--- src/rtl/pwm_audio_out.sv ---
// rtl/pwm_audio_out.sv - sample-paced PWM audio output; macro PWM_COMPLEMENTARY_EN adds dead-time pwm_n_out
module pwm_audio_out #(
  parameter int WIDTH    = 8,
  parameter int PRESCALE = 1,
  parameter int DEADTIME = 4
) (
  input  logic             clk_in,
  input  logic             rst_n_in,
  input  logic             en_in,
  input  logic [WIDTH-1:0] sample_in,
  output logic             step_out,
  output logic             pwm_out,
`ifdef PWM_COMPLEMENTARY_EN
  output logic             pwm_n_out,
`endif
  output logic             busy_out
);

  // Last counter value of a period: 2^WIDTH-2, so a period is 2^WIDTH-1 ticks.
  localparam logic [WIDTH-1:0] CNT_LAST = {{(WIDTH-1){1'b1}}, 1'b0};
  localparam int               PW       = (PRESCALE > 1) ? $clog2(PRESCALE) : 1;
  localparam logic [PW-1:0]    PRE_LAST = PW'(PRESCALE - 1);

  if (PRESCALE < 1) begin : g_bad_prescale
    $error("pwm_audio_out: PRESCALE must be >= 1");
  end
  if (DEADTIME < 0) begin : g_bad_deadtime
    $error("pwm_audio_out: DEADTIME must be >= 0");
  end

  typedef enum logic [1:0] {
    IDLE  = 2'd0,
    RUN   = 2'd1,
    DRAIN = 2'd2
  } state_t;

  state_t            state;
  state_t            state_nx;
  logic [WIDTH-1:0]  cnt;
  logic [PW-1:0]     presc;
  logic [WIDTH-1:0]  duty;
  logic              step_q;
  logic              load;
  logic              step_nx;
  logic              tick;
  logic              boundary;
  logic              active;
  logic              pwm_raw;

  assign tick     = (presc == PRE_LAST);
  assign boundary = tick && (cnt == CNT_LAST);
  assign active   = (state != IDLE);
  assign pwm_raw  = active && (cnt < duty);
  assign busy_out = active;
  assign step_out = step_q;

  // State register.
  always_ff @(posedge clk_in or negedge rst_n_in) begin
    if (!rst_n_in) begin
      state <= IDLE;
    end else begin
      state <= state_nx;
    end
  end

  // Next state, sample load and step request; a period is never cut short by en_in.
  always_comb begin
    state_nx = state;
    load     = 1'b0;
    step_nx  = 1'b0;
    case (state)
      IDLE: begin
        if (en_in) begin
          state_nx = RUN;
          load     = 1'b1;
          step_nx  = 1'b1;
        end
      end
      RUN: begin
        if (boundary) begin
          if (en_in) begin
            load    = 1'b1;
            step_nx = 1'b1;
          end else begin
            state_nx = IDLE;
          end
        end else if (!en_in) begin
          state_nx = DRAIN;
        end
      end
      DRAIN: begin
        if (boundary) begin
          if (en_in) begin
            state_nx = RUN;
            load     = 1'b1;
            step_nx  = 1'b1;
          end else begin
            state_nx = IDLE;
          end
        end else if (en_in) begin
          state_nx = RUN;
        end
      end
      default: begin
        state_nx = IDLE;
      end
    endcase
  end

  // Prescaler and period counter; both parked at zero while idle.
  always_ff @(posedge clk_in or negedge rst_n_in) begin
    if (!rst_n_in) begin
      presc <= '0;
      cnt   <= '0;
    end else if (!active) begin
      presc <= '0;
      cnt   <= '0;
    end else begin
      presc <= tick ? '0 : presc + 1'b1;
      if (tick) begin
        cnt <= (cnt == CNT_LAST) ? '0 : cnt + 1'b1;
      end
    end
  end

  // Duty latch and one-clock step pulse, both updated only at period starts.
  always_ff @(posedge clk_in or negedge rst_n_in) begin
    if (!rst_n_in) begin
      duty   <= '0;
      step_q <= 1'b0;
    end else begin
      step_q <= step_nx;
      if (load) begin
        duty <= sample_in;
      end
    end
  end

`ifdef PWM_COMPLEMENTARY_EN
  localparam int            DW = (DEADTIME > 0) ? $clog2(DEADTIME + 1) : 1;
  localparam logic [DW-1:0] DT = DW'(DEADTIME);

  logic [DW-1:0] hi_run;
  logic [DW-1:0] lo_run;
  logic          pwm_q;
  logic          pwm_n_q;

  // Saturating run-length of each raw phase; an output only goes high once its phase is DEADTIME long.
  always_ff @(posedge clk_in or negedge rst_n_in) begin
    if (!rst_n_in) begin
      hi_run  <= '0;
      lo_run  <= '0;
      pwm_q   <= 1'b0;
      pwm_n_q <= 1'b0;
    end else begin
      hi_run  <= pwm_raw ? ((hi_run == DT) ? hi_run : hi_run + 1'b1) : '0;
      lo_run  <= (active && !pwm_raw) ? ((lo_run == DT) ? lo_run : lo_run + 1'b1) : '0;
      pwm_q   <= pwm_raw && (hi_run >= DT);
      pwm_n_q <= active && !pwm_raw && (lo_run >= DT);
    end
  end

  assign pwm_out   = pwm_q && active;
  assign pwm_n_out = pwm_n_q && active;
`else
  logic pwm_q;

  // Registered raw comparison, one clock behind the counter.
  always_ff @(posedge clk_in or negedge rst_n_in) begin
    if (!rst_n_in) begin
      pwm_q <= 1'b0;
    end else begin
      pwm_q <= pwm_raw;
    end
  end

  assign pwm_out = pwm_q;
`endif

endmodule

--- config.mk ---
export PLATFORM = sky130hd
export DESIGN_NAME = pwm_audio_out
export DESIGN_NICKNAME = d
export VERILOG_FILES = /design/src/rtl/pwm_audio_out.sv
export SDC_FILE = /design/constraint.sdc
export NUM_CORES = 1
export LEC_CHECK = 0
export BUFFER_PORTS_ARGS = -buffer_cell sky130_fd_sc_hd__buf_2
export CAP_MARGIN = 20
export CORE_ASPECT_RATIO = 0.75
export CORE_MARGIN = 1
export CORE_UTILIZATION = 50
export DETAILED_ROUTE_END_ITERATION = 10
export MAX_ROUTING_LAYER = met4
export PLACE_DENSITY_LB_ADDON = 0.08
export RECOVER_POWER = 25
export SLEW_MARGIN = 20
export SYNTH_ARGS = -nofsm -noshare
export SYNTH_HDL_FRONTEND = slang
export SYNTH_SLANG_ARGS = --single-unit
--- constraint.sdc ---
create_clock -name clk_in -period 1.8 [get_ports clk_in]
set_input_delay 0.45 -clock clk_in [delete_from_list [all_inputs] [get_ports clk_in]]
set_output_delay 0.45 -clock clk_in [all_outputs]
set_load 0.01 [all_outputs]
### Word level (Yosys, flattened, before mapping)

Cells that the tools add are included.
W data, S select, Z words.

* bits in registers: 21
* word-level logic and storage cells: 35

* $add $sub $neg: 2
* magnitude comparators: 1
* equality and inequality tests: 5
* muxes and demuxes: 15
* bitwise operators: 1
* reduce and logical (&&, ||, !) cells: 5

Operators by type and width (number)
* $mux W8: 3
* $mux W2: 5
* $add A8 B1 Y8 const B: 1
* $eq A8 B8 Y1 const B: 1
* $lt A8 B8 Y1: 1
* $pmux W2 S3: 1
* $mux W1: 5
* $ne A2 B2 Y1 const B: 2
* $eq A2 B1 Y1 const B: 1
* $eq A2 B2 Y1 const B: 1
* $logic_and A1 B1 Y1: 2
* $logic_not A2 Y1: 1
* $pmux W1 S2: 1
* $reduce_bool A2 Y1: 1
* $reduce_or A2 Y1: 1
* $add A1 B1 Y1 const B: 1
* $not A1 Y1: 1

### Longest topological paths before layout

Gate-level depths: netlist of the first run.

* depth in word-level cells: 4
* gate-level depth with buffers: 5
* mapped depth without buffers: 5

### Worst setup path before layout of the first run

Ideal clock, no wire load.

* path type: register to register
* from: register cnt[0]
* to: register duty[0]
* setup time: 125 ps
* arrival: 1573 ps
* required time: 1675 ps
* setup slack: 102 ps
* cell stages (with the launch flop): 6
* path through: dfrtp_1 -> inv_1 -> ha_1 -> nand3_1 -> o31ai_4 -> mux2_2

* cells in the longest elaborated chain, start to end: 4

Ends and longest elaborated chain
* from (decl): RTL line 39 `logic [WIDTH-1:0] cnt;`
* from (signal assigned): RTL line 121 `cnt <= (cnt == CNT_LAST) ? '0 : cnt + 1'b1;`
* $eq A8 B8 Y1: RTL line 51 `assign boundary = tick && (cnt == CNT_LAST);`
* $logic_and A1 B1 Y1: RTL line 51
* $mux W1: RTL line 92 `if (boundary) begin`
* $pmux W1 S2: RTL line 71 `case (state)`
* named net load: RTL line 43 `logic load;`
* to (signal assigned): RTL line 134 `duty <= sample_in;`
* to (decl): RTL line 41 `logic [WIDTH-1:0] duty;`

The timed path passes the listed nets, and every way through them passes these cells.
A chain may end at the register's enable or synchronous reset.

### Worst setup path after layout of the first run

* from: register state[0]
* to: register duty[3]

* cells in the longest elaborated chain, start to end: 3

Ends and longest elaborated chain
* from (decl): RTL line 37 `state_t state;`
* from (signal assigned): RTL line 62 `state <= state_nx;`
* $eq A2 B2 Y1 / $eq A2 B1 Y1 (equally long branches): RTL line 71
* $reduce_or A2 Y1 (no line)
* $pmux W1 S2 (*): RTL line 71
* named net load: RTL line 43

The timed path passes the listed nets; every way through them passes the cells marked *.

==> flow_metrics.env, run 1 <==
export IMPL_run_status="finished with violations"
export IMPL_violations="design-rule violations"
export IMPL_powerDensity_nw_per_um2=1400
export IMPL_r2r_slack_ns=0.06
export IMPL_fin_tns_setup_ns=0
export IMPL_seqPwrFrac_pct=36.6
export IMPL_layout_common_cells="dfrtp_1 (20), ha_1 (12), buf_2 (12), buf_4 (10), inv_1 (9)"
export IMPL_path_class="reg -> reg"
export IMPL_drc_errors=4
export IMPL_root_buffer="clkbuf_4"
export IMPL_fill_cells=165
export IMPL_internal_power_mw=1.23
export IMPL_hold_class="in -> async"
export IMPL_peakVddDrop_mv=0.567
export IMPL_clockBufferDepth=2
export IMPL_critPathLaunchType="flip-flop"
export IMPL_gp_congestion=0.896
export IMPL_reg2regPathDepth=5
export IMPL_fin_crit_ns=1.74
export IMPL_synthFlopType="dfrtp_1"
export IMPL_synthCells=101
export IMPL_gr_total_overflow=0
export IMPL_ys_seq_elements=20
export IMPL_die_area_um2=2460
export IMPL_grt_max_degree=21
export IMPL_fin_area_um2=1370
export IMPL_syn_to_final_growth_pct=21.5
export IMPL_clock_skew_ns=0.0129
export IMPL_diodes=0
export IMPL_cts_buffers=3
export IMPL_gr_usage_all_layers_pct=21.0
export IMPL_ys_seq_area_share_pct=44.2
export IMPL_grt_pass1_vias=875
export IMPL_setup_ws_ns=0.0583
export IMPL_cts_sinks=20
export IMPL_crit_fanout=9
export IMPL_start_util_pct=54.7
export IMPL_place_ws_ns=0.0658
export IMPL_synth_net_count=125
export IMPL_detail_route_antenna_nets=0
export IMPL_rr_endpoint="duty[3]"
export IMPL_port_buffers=13
export IMPL_drive_gt1_share_pct=34.1
export IMPL_hold_viol=0
export IMPL_fin_crit_sh_pct=96.8
export IMPL_async_reset_ff_share_pct=100
export IMPL_final_common_cell="dfrtp_1"
export IMPL_ys_warn_count=0
export IMPL_slew_violations=0
export IMPL_cts_htree_levels=1
export IMPL_p_sw_share_pct=36.1
export IMPL_post_dp_hpwl_um=1610
export IMPL_setup_violations=0
export IMPL_grt_pass1_wl_um=3730
export IMPL_end_kind="flip-flop"
export IMPL_die_x_um=56.9
export IMPL_reg2reg_from="state[0]"
export IMPL_placed_cell_area_um2=1300
export IMPL_synth_edf_count=0
export IMPL_io_pins=14
export IMPL_fmaxAchievable_ghz=0.574
export IMPL_first_pass_iters=7
export IMPL_pwr_share_clk_pct=13.5
export IMPL_tightest_slew_ns=1.04
export IMPL_hold_buffers=0
export IMPL_wl_per_cell_um=14.5
export IMPL_std_cell_rows=14
export IMPL_hold_slack_ns=0.290
export IMPL_dieHeight_um=43.2
export IMPL_totalWireLength_um=2220
export IMPL_total_power_mw=1.92
export IMPL_cap_violations=0
export IMPL_drtIter0Drc=32
export IMPL_vias=883
export IMPL_pwr_share_comb_pct=49.9
export IMPL_antenna_found_initial=0
export IMPL_arrival_ns=1.93
export IMPL_cts_reportedPaths_clkPinSlew_ns=0.12
export IMPL_slew_headroom_pct=30.5
export IMPL_via_per_inst=5.77
export IMPL_cts_tree="yes"
export IMPL_nNetsFinal=154
export IMPL_synth_avg_cell_area_um2=11.2
export IMPL_synth_distinct_cells=32
export IMPL_worstPathRequired_ns=1.99
export IMPL_clk_latency_ns=0.30
export IMPL_syn_area_um2=1130
export IMPL_leakage_nw=0.663
export IMPL_rsz0062_at_grt="no"
export IMPL_core_area_um2=2070
export IMPL_switching_power_mw=0.692
what timing repair did:
action / in CTS / in global routing
resized for setup: 2 / 3
setup endpoints to repair: 1 / 9
buffers inserted: 2 / 2
endpoints found under the hold margin: 0 / 0
flip-flops by register name, indices dropped and copies added, names as in the netlist:
name,flops
cnt,8
duty,8
pwm_out,1
state,2
step_out,1
power by group through the flow:
stage	sequential [mW]	clock (mW)	combinational [mW]
after floorplan	0.724	0	0.539
after global placement	0.709	0	0.836
after detailed placement	0.721	0	0.868
after CTS	0.705	0.269	0.911
after global routing	0.729	0.284	1.06
final	0.701	0.259	0.958
worst max path at each step:
stage	start	endpoint	slack, ns	cells after the start
after floorplan	cnt[0]	duty[0]	0.10	5
after global placement	state[0]	duty[3]	0.1	6
after detailed placement	state[0]	duty[5]	0.07	6
after CTS	state[0]	busy_out	0.01	5
after global routing	state[0]	duty[0]	0.003	5
final	state[0]	duty[3]	0.06	5
routing by layer:
metal	track usage, %	vias up	part of all wire [%]
li1	-	430	-
met1	25.4	428	47
met2	33.6	23	47
met3	7.01	2	5.6
met4	6.34	0	0.86
met5	-	-	0
stage by stage:
step                utilization (%)  instances
detailed placement             62.8        146
CTS                            65.3        152
global placement               62.8        146
global route                   66.5        153
floorplan                         -        101
finish                         66.5        153
cell type report:
cell class	instances	area, um2	area share, %
sequential	20	500	36.4
inverter	11	41.3	3.01
clock buffer	4	36.3	2.64
tap	24	30.0	2.19
multi-input combinational	70	607	44.2
timing repair buffer	24	159	11.6
critical path, cell delays in order, from the launching register on:
cell and delay [ns]:
dfrtp_1 0.44, ha_1 0.26, nand3b_1 0.21, o31ai_4 0.23
buf_12 0.16, mux2_2 0.33
cells in the mapped netlist (2+ instances only):
cell type,n,area (um2)
a2111oi_0,2,17.5
a21oi_1,4,20.0
a31oi_1,2,12.5
dfrtp_1,20,500
ha_1,13,163
inv_1,11,41.3
mux2_2,8,90.1
nand2_1,2,7.51
nand3_1,4,20.0
nand3b_1,3,22.5
nor2_1,7,26.3
o21ai_0,4,20.0
or3_1,2,12.5
kinds of logic (layout without fill, tap and decap cells):
group	after synthesis	after routing	synth area share (%)
AOI/OAI and AO/OA	22	22	14.7
xor gates and xnor gates	2	2	1.55
buffers and inverters	11	39	3.65
and+or+nand+nor	25	25	13.5
DFF	20	20	44.2
muxes	8	8	7.96
adders and majority gates	13	13	14.4
No activity file was read; power rests on OpenSTA's default activity.
==> run 2: changes to the inputs <==
- CORE_UTILIZATION: 50 -> 53
- clock period: 1.8 -> 2 ns (I/O delays scaled with it)
==> run 2 against run 1 <==
The run now ends clean. First-iteration DRC count shrank 56%. Highest routed layer unchanged. Clock power shrank 27%. Via count shrank 4.2%. Combinational power shrank 22%. Critical path depth is the same.
==> flow_metrics.env, run 2 (synthesis results as in run 1) <==
export IMPL_run_status="completed"
export IMPL_slew_headroom_pct=26.2
export IMPL_cts_buffers=3
export IMPL_switching_power_mw=0.596
export IMPL_final_common_cell="dfrtp_1"
export IMPL_drive_gt1_share_pct=27.0
export IMPL_top_regs="cnt x8, duty x8, state x2"
export IMPL_arrival_ns=1.44
export IMPL_r2r_slack_ns=0.21
export IMPL_core_area_um2=2010
export IMPL_fin_crit_ns=1.94
export IMPL_cts_reportedPaths_clkPinSlew_ns=0.11
export IMPL_drc_errors=0
export IMPL_drtIter0Drc=14
export IMPL_reg2regPathDepth=4
export IMPL_io_pins=14
export IMPL_internal_power_mw=0.993
export IMPL_wl_per_cell_um=14.6
export IMPL_grt_max_degree=21
export IMPL_clock_skew_ns=0.00238
export IMPL_detail_route_antenna_nets=0
export IMPL_dieHeight_um=42.0
export IMPL_worstPathRequired_ns=1.50
export IMPL_cap_violations=0
export IMPL_gp_congestion=0.821
export IMPL_critPathSlowestCell="dfrtp_1"
export IMPL_critPathMostFrequentCell="inv_1"
export IMPL_cts_tree="yes"
export IMPL_rr_endpoint="pwm_out"
export IMPL_dp_cells=142
export IMPL_gr_total_overflow=0
export IMPL_rsz0062_at_grt="no"
export IMPL_cts_sinks=20
export IMPL_first_pass_iters=4
export IMPL_end_kind="primary output"
export IMPL_clk_latency_ns=0.30
export IMPL_setup_violations=0
export IMPL_seqPwrFrac_pct=40.9
export IMPL_slew_violations=0
export IMPL_syn_to_final_growth_pct=13.6
export IMPL_p_sw_share_pct=37.5
export IMPL_hold_class="in -> async"
export IMPL_vias=846
export IMPL_port_buffers=13
export IMPL_antenna_found_initial=0
export IMPL_setup_ws_ns=0.0606
export IMPL_via_per_inst=5.79
export IMPL_cts_htree_levels=1
export IMPL_leakage_nw=0.623
export IMPL_crit_fanout=6
export IMPL_post_dp_hpwl_um=1640
export IMPL_fmaxAchievable_ghz=0.516
export IMPL_crit_path_start="state[0]"
export IMPL_tightest_slew_ns=1.11
export IMPL_std_cell_rows=14
export IMPL_grt_pass1_vias=900
export IMPL_path_class="reg -> out"
export IMPL_post_route_util_pct=63.8
export IMPL_clockBufferDepth=2
export IMPL_place_ws_ns=0.245
export IMPL_pwr_share_clk_pct=11.9
export IMPL_start_util_pct=56.1
export IMPL_placed_cell_area_um2=1260
export IMPL_gr_usage_all_layers_pct=22.4
export IMPL_die_x_um=55.3
export IMPL_peakVddDrop_mv=0.732
export IMPL_critical_path_buf_inv_count=4
export IMPL_crit_family="buffers and inverters"
export IMPL_layout_common_cells="dfrtp_1 (20), ha_1 (13), buf_2 (12), inv_1 (11), mux2_2 (8)"
export IMPL_totalWireLength_um=2140
export IMPL_root_buffer="clkbuf_4"
export IMPL_die_area_um2=2320
export IMPL_fin_crit_sh_pct=97.0
export IMPL_crit_chain="inv_1, ha_1, buf_4, inv_1, buf_2"
export IMPL_hold_viol=0
export IMPL_powerDensity_nw_per_um2=1240
export IMPL_final_cells=146
export IMPL_diodes=0
export IMPL_fin_area_um2=1280
export IMPL_nNetsFinal=148
export IMPL_critPathLaunchType="flip-flop"
export IMPL_pwr_share_comb_pct=47.2
export IMPL_grt_pass1_wl_um=3880
export IMPL_reg2reg_from="cnt[6]"
export IMPL_max_stage_delay_ns=0.42
export IMPL_fin_tns_setup_ns=0
==> run 2: cell count changes in the layout (fill, tap and decap cells not counted), sizes merged <==
cell    change
clkbuf      -1
buf         -6
==> run 2: final cells by class <==
type / instances / area, um2
Multi-Input combinational cell: 70 / 589
Sequential cell: 20 / 500
Clock buffer: 3 / 22.5
Timing Repair Buffer: 18 / 101
Fill cell: 164 / 729
Tap cell: 24 / 30.0
Inverter: 11 / 41.3
==> run 2: per-layer routing <==
layer / wire length [um] / vias up / share of wire, % / track usage, %
li1: - / 410 / - / -
met1: 1030 / 418 / 48 / 27.9
met2: 1020 / 16 / 48 / 37.1
met3: 74 / 2 / 3.5 / 6.48
met4: 11 / 0 / 0.51 / 4.00
met5: 0 / - / 0 / -
==> run 2: worst max path at each step <==
stage / end / slack [ns] / cells after the start
floorplan: duty[0] / 0.30 / 5
global placement: duty[3] / 0.30 / 6
detailed placement: duty[4] / 0.24 / 5
CTS: busy_out / 0.08 / 5
global route: busy_out / 0.005 / 5
finish: busy_out / 0.06 / 5
==> run 2: power groups by stage <==
stage | clock network (mW) | registers [mW] | logic, mW
2_1_floorplan | 0 | 0.652 | 0.486
5_1_grt | 0.212 | 0.673 | 0.842
6_report | 0.189 | 0.650 | 0.750
3_3_place_gp | 0 | 0.650 | 0.696
3_5_place_dp | 0 | 0.661 | 0.735
4_1_cts | 0.197 | 0.651 | 0.743
==> run 2: worst reg2reg max path, stage by stage (launching register included) <==
cell       delay [ns]
dfrtp_1          0.47
ha_1             0.36
a21o_1           0.19
a2111oi_0        0.51
o31a_1           0.22
==> run 2: what timing repair did <==
action                     in CTS  in global routing
buffers inserted                0                  1
resized for setup               0                  0
hold buffers                    0                  0
setup endpoints to repair       0                  1
==> run 2: stage by stage <==
step | hold WS, ns | total power [mW]
detailed placement | 0.476 | 1.40
floorplan | 0.204 | 1.14
global placement | 0.468 | 1.35
global route | 0.409 | 1.73
finish | 0.379 | 1.59
CTS | 0.141 | 1.59
==> run 3: changes to the inputs <==
- CORE_UTILIZATION: 53 -> 33
==> run 3 against run 2 <==
Final cell count grew 8.9%. Setup slack gained 0.0063 ns. Via count shrank 4.8%. Sequential share of layout area shrank 0.49 points.
==> flow_metrics.env, run 3 (synthesis results as in run 1) <==
export IMPL_r2r_slack_ns=0.17
export IMPL_dp_cells=156
export IMPL_top_layer="met4"
export IMPL_cts_resized=0
export IMPL_die_x_um=69.6
export IMPL_fin_tns_setup_ns=0
export IMPL_wl_met1_um=1130
export IMPL_clockBufferDepth=2
export IMPL_hold_class="in -> async"
export IMPL_vias=805
export IMPL_wl_met3_um=99
export IMPL_first_pass_iters=4
export IMPL_start_util_pct=34.4
export IMPL_cap_violations=0
export IMPL_fill_cells=327
export IMPL_fmaxAchievable_ghz=0.517
export IMPL_critPathLaunchType="flip-flop"
export IMPL_nNetsFinal=145
export IMPL_cts_buffers=3
export IMPL_crit_family="flip-flops"
export IMPL_drtIter0Drc=22
export IMPL_gr_usage_all_layers_pct=13.7
export IMPL_multiInputGateArea_um2=589
export IMPL_worstPathRequired_ns=1.50
export IMPL_final_common_cell="dfrtp_1"
export IMPL_die_area_um2=3670
export IMPL_arrival_ns=1.43
export IMPL_fin_crit_sh_pct=96.7
export IMPL_port_buffers=13
export IMPL_reg2regPathDepth=6
export IMPL_fin_area_um2=1300
export IMPL_grt_pass1_vias=794
export IMPL_critical_path_buf_inv_count=3
export IMPL_detail_route_antenna_nets=0
export IMPL_grt_pass1_wl_um=3680
export IMPL_grt_max_degree=21
export IMPL_antenna_found_initial=0
export IMPL_slew_headroom_pct=28.5
export IMPL_regArea_um2=500
export IMPL_layout_common_cells="dfrtp_1 (20), ha_1 (13), buf_2 (12), inv_1 (11), mux2_2 (8)"
export IMPL_wl_met2_um=898
export IMPL_core_area_um2=3290
export IMPL_dieHeight_um=52.7
export IMPL_max_stage_delay_ns=0.42
export IMPL_setup_violations=0
export IMPL_peakVddDrop_mv=0.531
export IMPL_syn_to_final_growth_pct=15.0
export IMPL_std_cell_rows=18
export IMPL_cts_tree="yes"
export IMPL_gr_total_overflow=0
export IMPL_leakage_nw=0.616
export IMPL_top_regs="cnt x8, duty x8, state x2"
export IMPL_tightest_slew_ns=1.07
export IMPL_placed_cell_area_um2=1260
export IMPL_run_status="completed"
export IMPL_critPathSlowestCell="dfrtp_1"
export IMPL_end_kind="primary output"
export IMPL_cts_sinks=20
export IMPL_post_dp_hpwl_um=1620
export IMPL_rr_endpoint="duty[3]"
export IMPL_via_per_inst=5.06
export IMPL_cts_htree_levels=1
export IMPL_final_cells=159
export IMPL_hold_buffers=0
export IMPL_root_buffer="clkbuf_8"
export IMPL_clk_latency_ns=0.25
export IMPL_gp_congestion=0.783
export IMPL_fin_crit_ns=1.93
export IMPL_crit_fanout=7
export IMPL_path_class="reg -> out"
export IMPL_wl_per_cell_um=13.5
export IMPL_powerDensity_nw_per_um2=1240
export IMPL_diodes=0
export IMPL_rsz0062_at_grt="no"
export IMPL_crit_chain="inv_1, ha_1, inv_1, buf_2"
export IMPL_slew_violations=0
export IMPL_reg2reg_from="state[0]"
export IMPL_io_pins=14
export IMPL_drive_gt1_share_pct=25.2
export IMPL_clock_skew_ns=0.00169
export IMPL_critPathMostFrequentCell="inv_1"
export IMPL_drc_errors=0
export IMPL_hold_viol=0
export IMPL_cts_reportedPaths_clkPinSlew_ns=0.07
export IMPL_totalWireLength_um=2140
export IMPL_post_cts_buffers=0
run 3: cell types whose count changed in the layout (fill, tap and decap cells not counted), sizes merged:
cell / previous run / this run
buf: 17 / 14
run 3: area by class of cell:
type / instances / area share, %
Multi-Input combinational cell: 70 / 45.3
Inverter: 11 / 3.17
Tap cell: 40 / 3.85
Sequential cell: 20 / 38.5
Timing Repair Buffer: 15 / 6.06
Clock buffer: 3 / 3.17
run 3: worst register-to-register path, cell delays in order (launching register included):
cell,delay [ns]
dfrtp_1,0.42
inv_1,0.12
ha_1,0.34
nand3b_1,0.18
o31ai_4,0.08
buf_4,0.21
mux2_2,0.35
run 3: layer usage:
layer / GRT usage (%) / vias to the layer above
met3: 5.19 / 2
met1: 19.0 / 381
met5: - / -
li1: - / 409
met2: 18.9 / 13
met4: 2.38 / 0
run 3: stage by stage:
step / hold slack (ns) / worst slack, ns / total power, mW / utilization [%]
finish: 0.417 / 0.0669 / 1.61 / 39.6
global route: 0.468 / 0.0201 / 1.75 / 39.6
CTS: 0.201 / 0.0881 / 1.63 / 39.6
detailed placement: 0.479 / 0.206 / 1.36 / 38.4
global placement: 0.476 / 0.221 / 1.35 / 38.4
floorplan: 0.204 / 0.302 / 1.14 / -
run 3: worst max-delay path by stage:
stage / start / to / slack [ns] / cells after the start
after CTS: state[0] / busy_out / 0.09 / 4
final: state[0] / busy_out / 0.07 / 4
after floorplan: cnt[0] / duty[0] / 0.30 / 5
after global routing: state[0] / busy_out / 0.02 / 4
after global placement: state[0] / duty[1] / 0.22 / 6
after detailed placement: cnt[0] / duty[2] / 0.21 / 6
run 3: where the power goes:
| group | internal (mW) | switching [mW] |
|---|---|---|
| clock network | 0.134 | 0.123 |
| logic | 0.338 | 0.346 |
| registers | 0.549 | 0.117 |
| total | 1.02 | 0.586 |
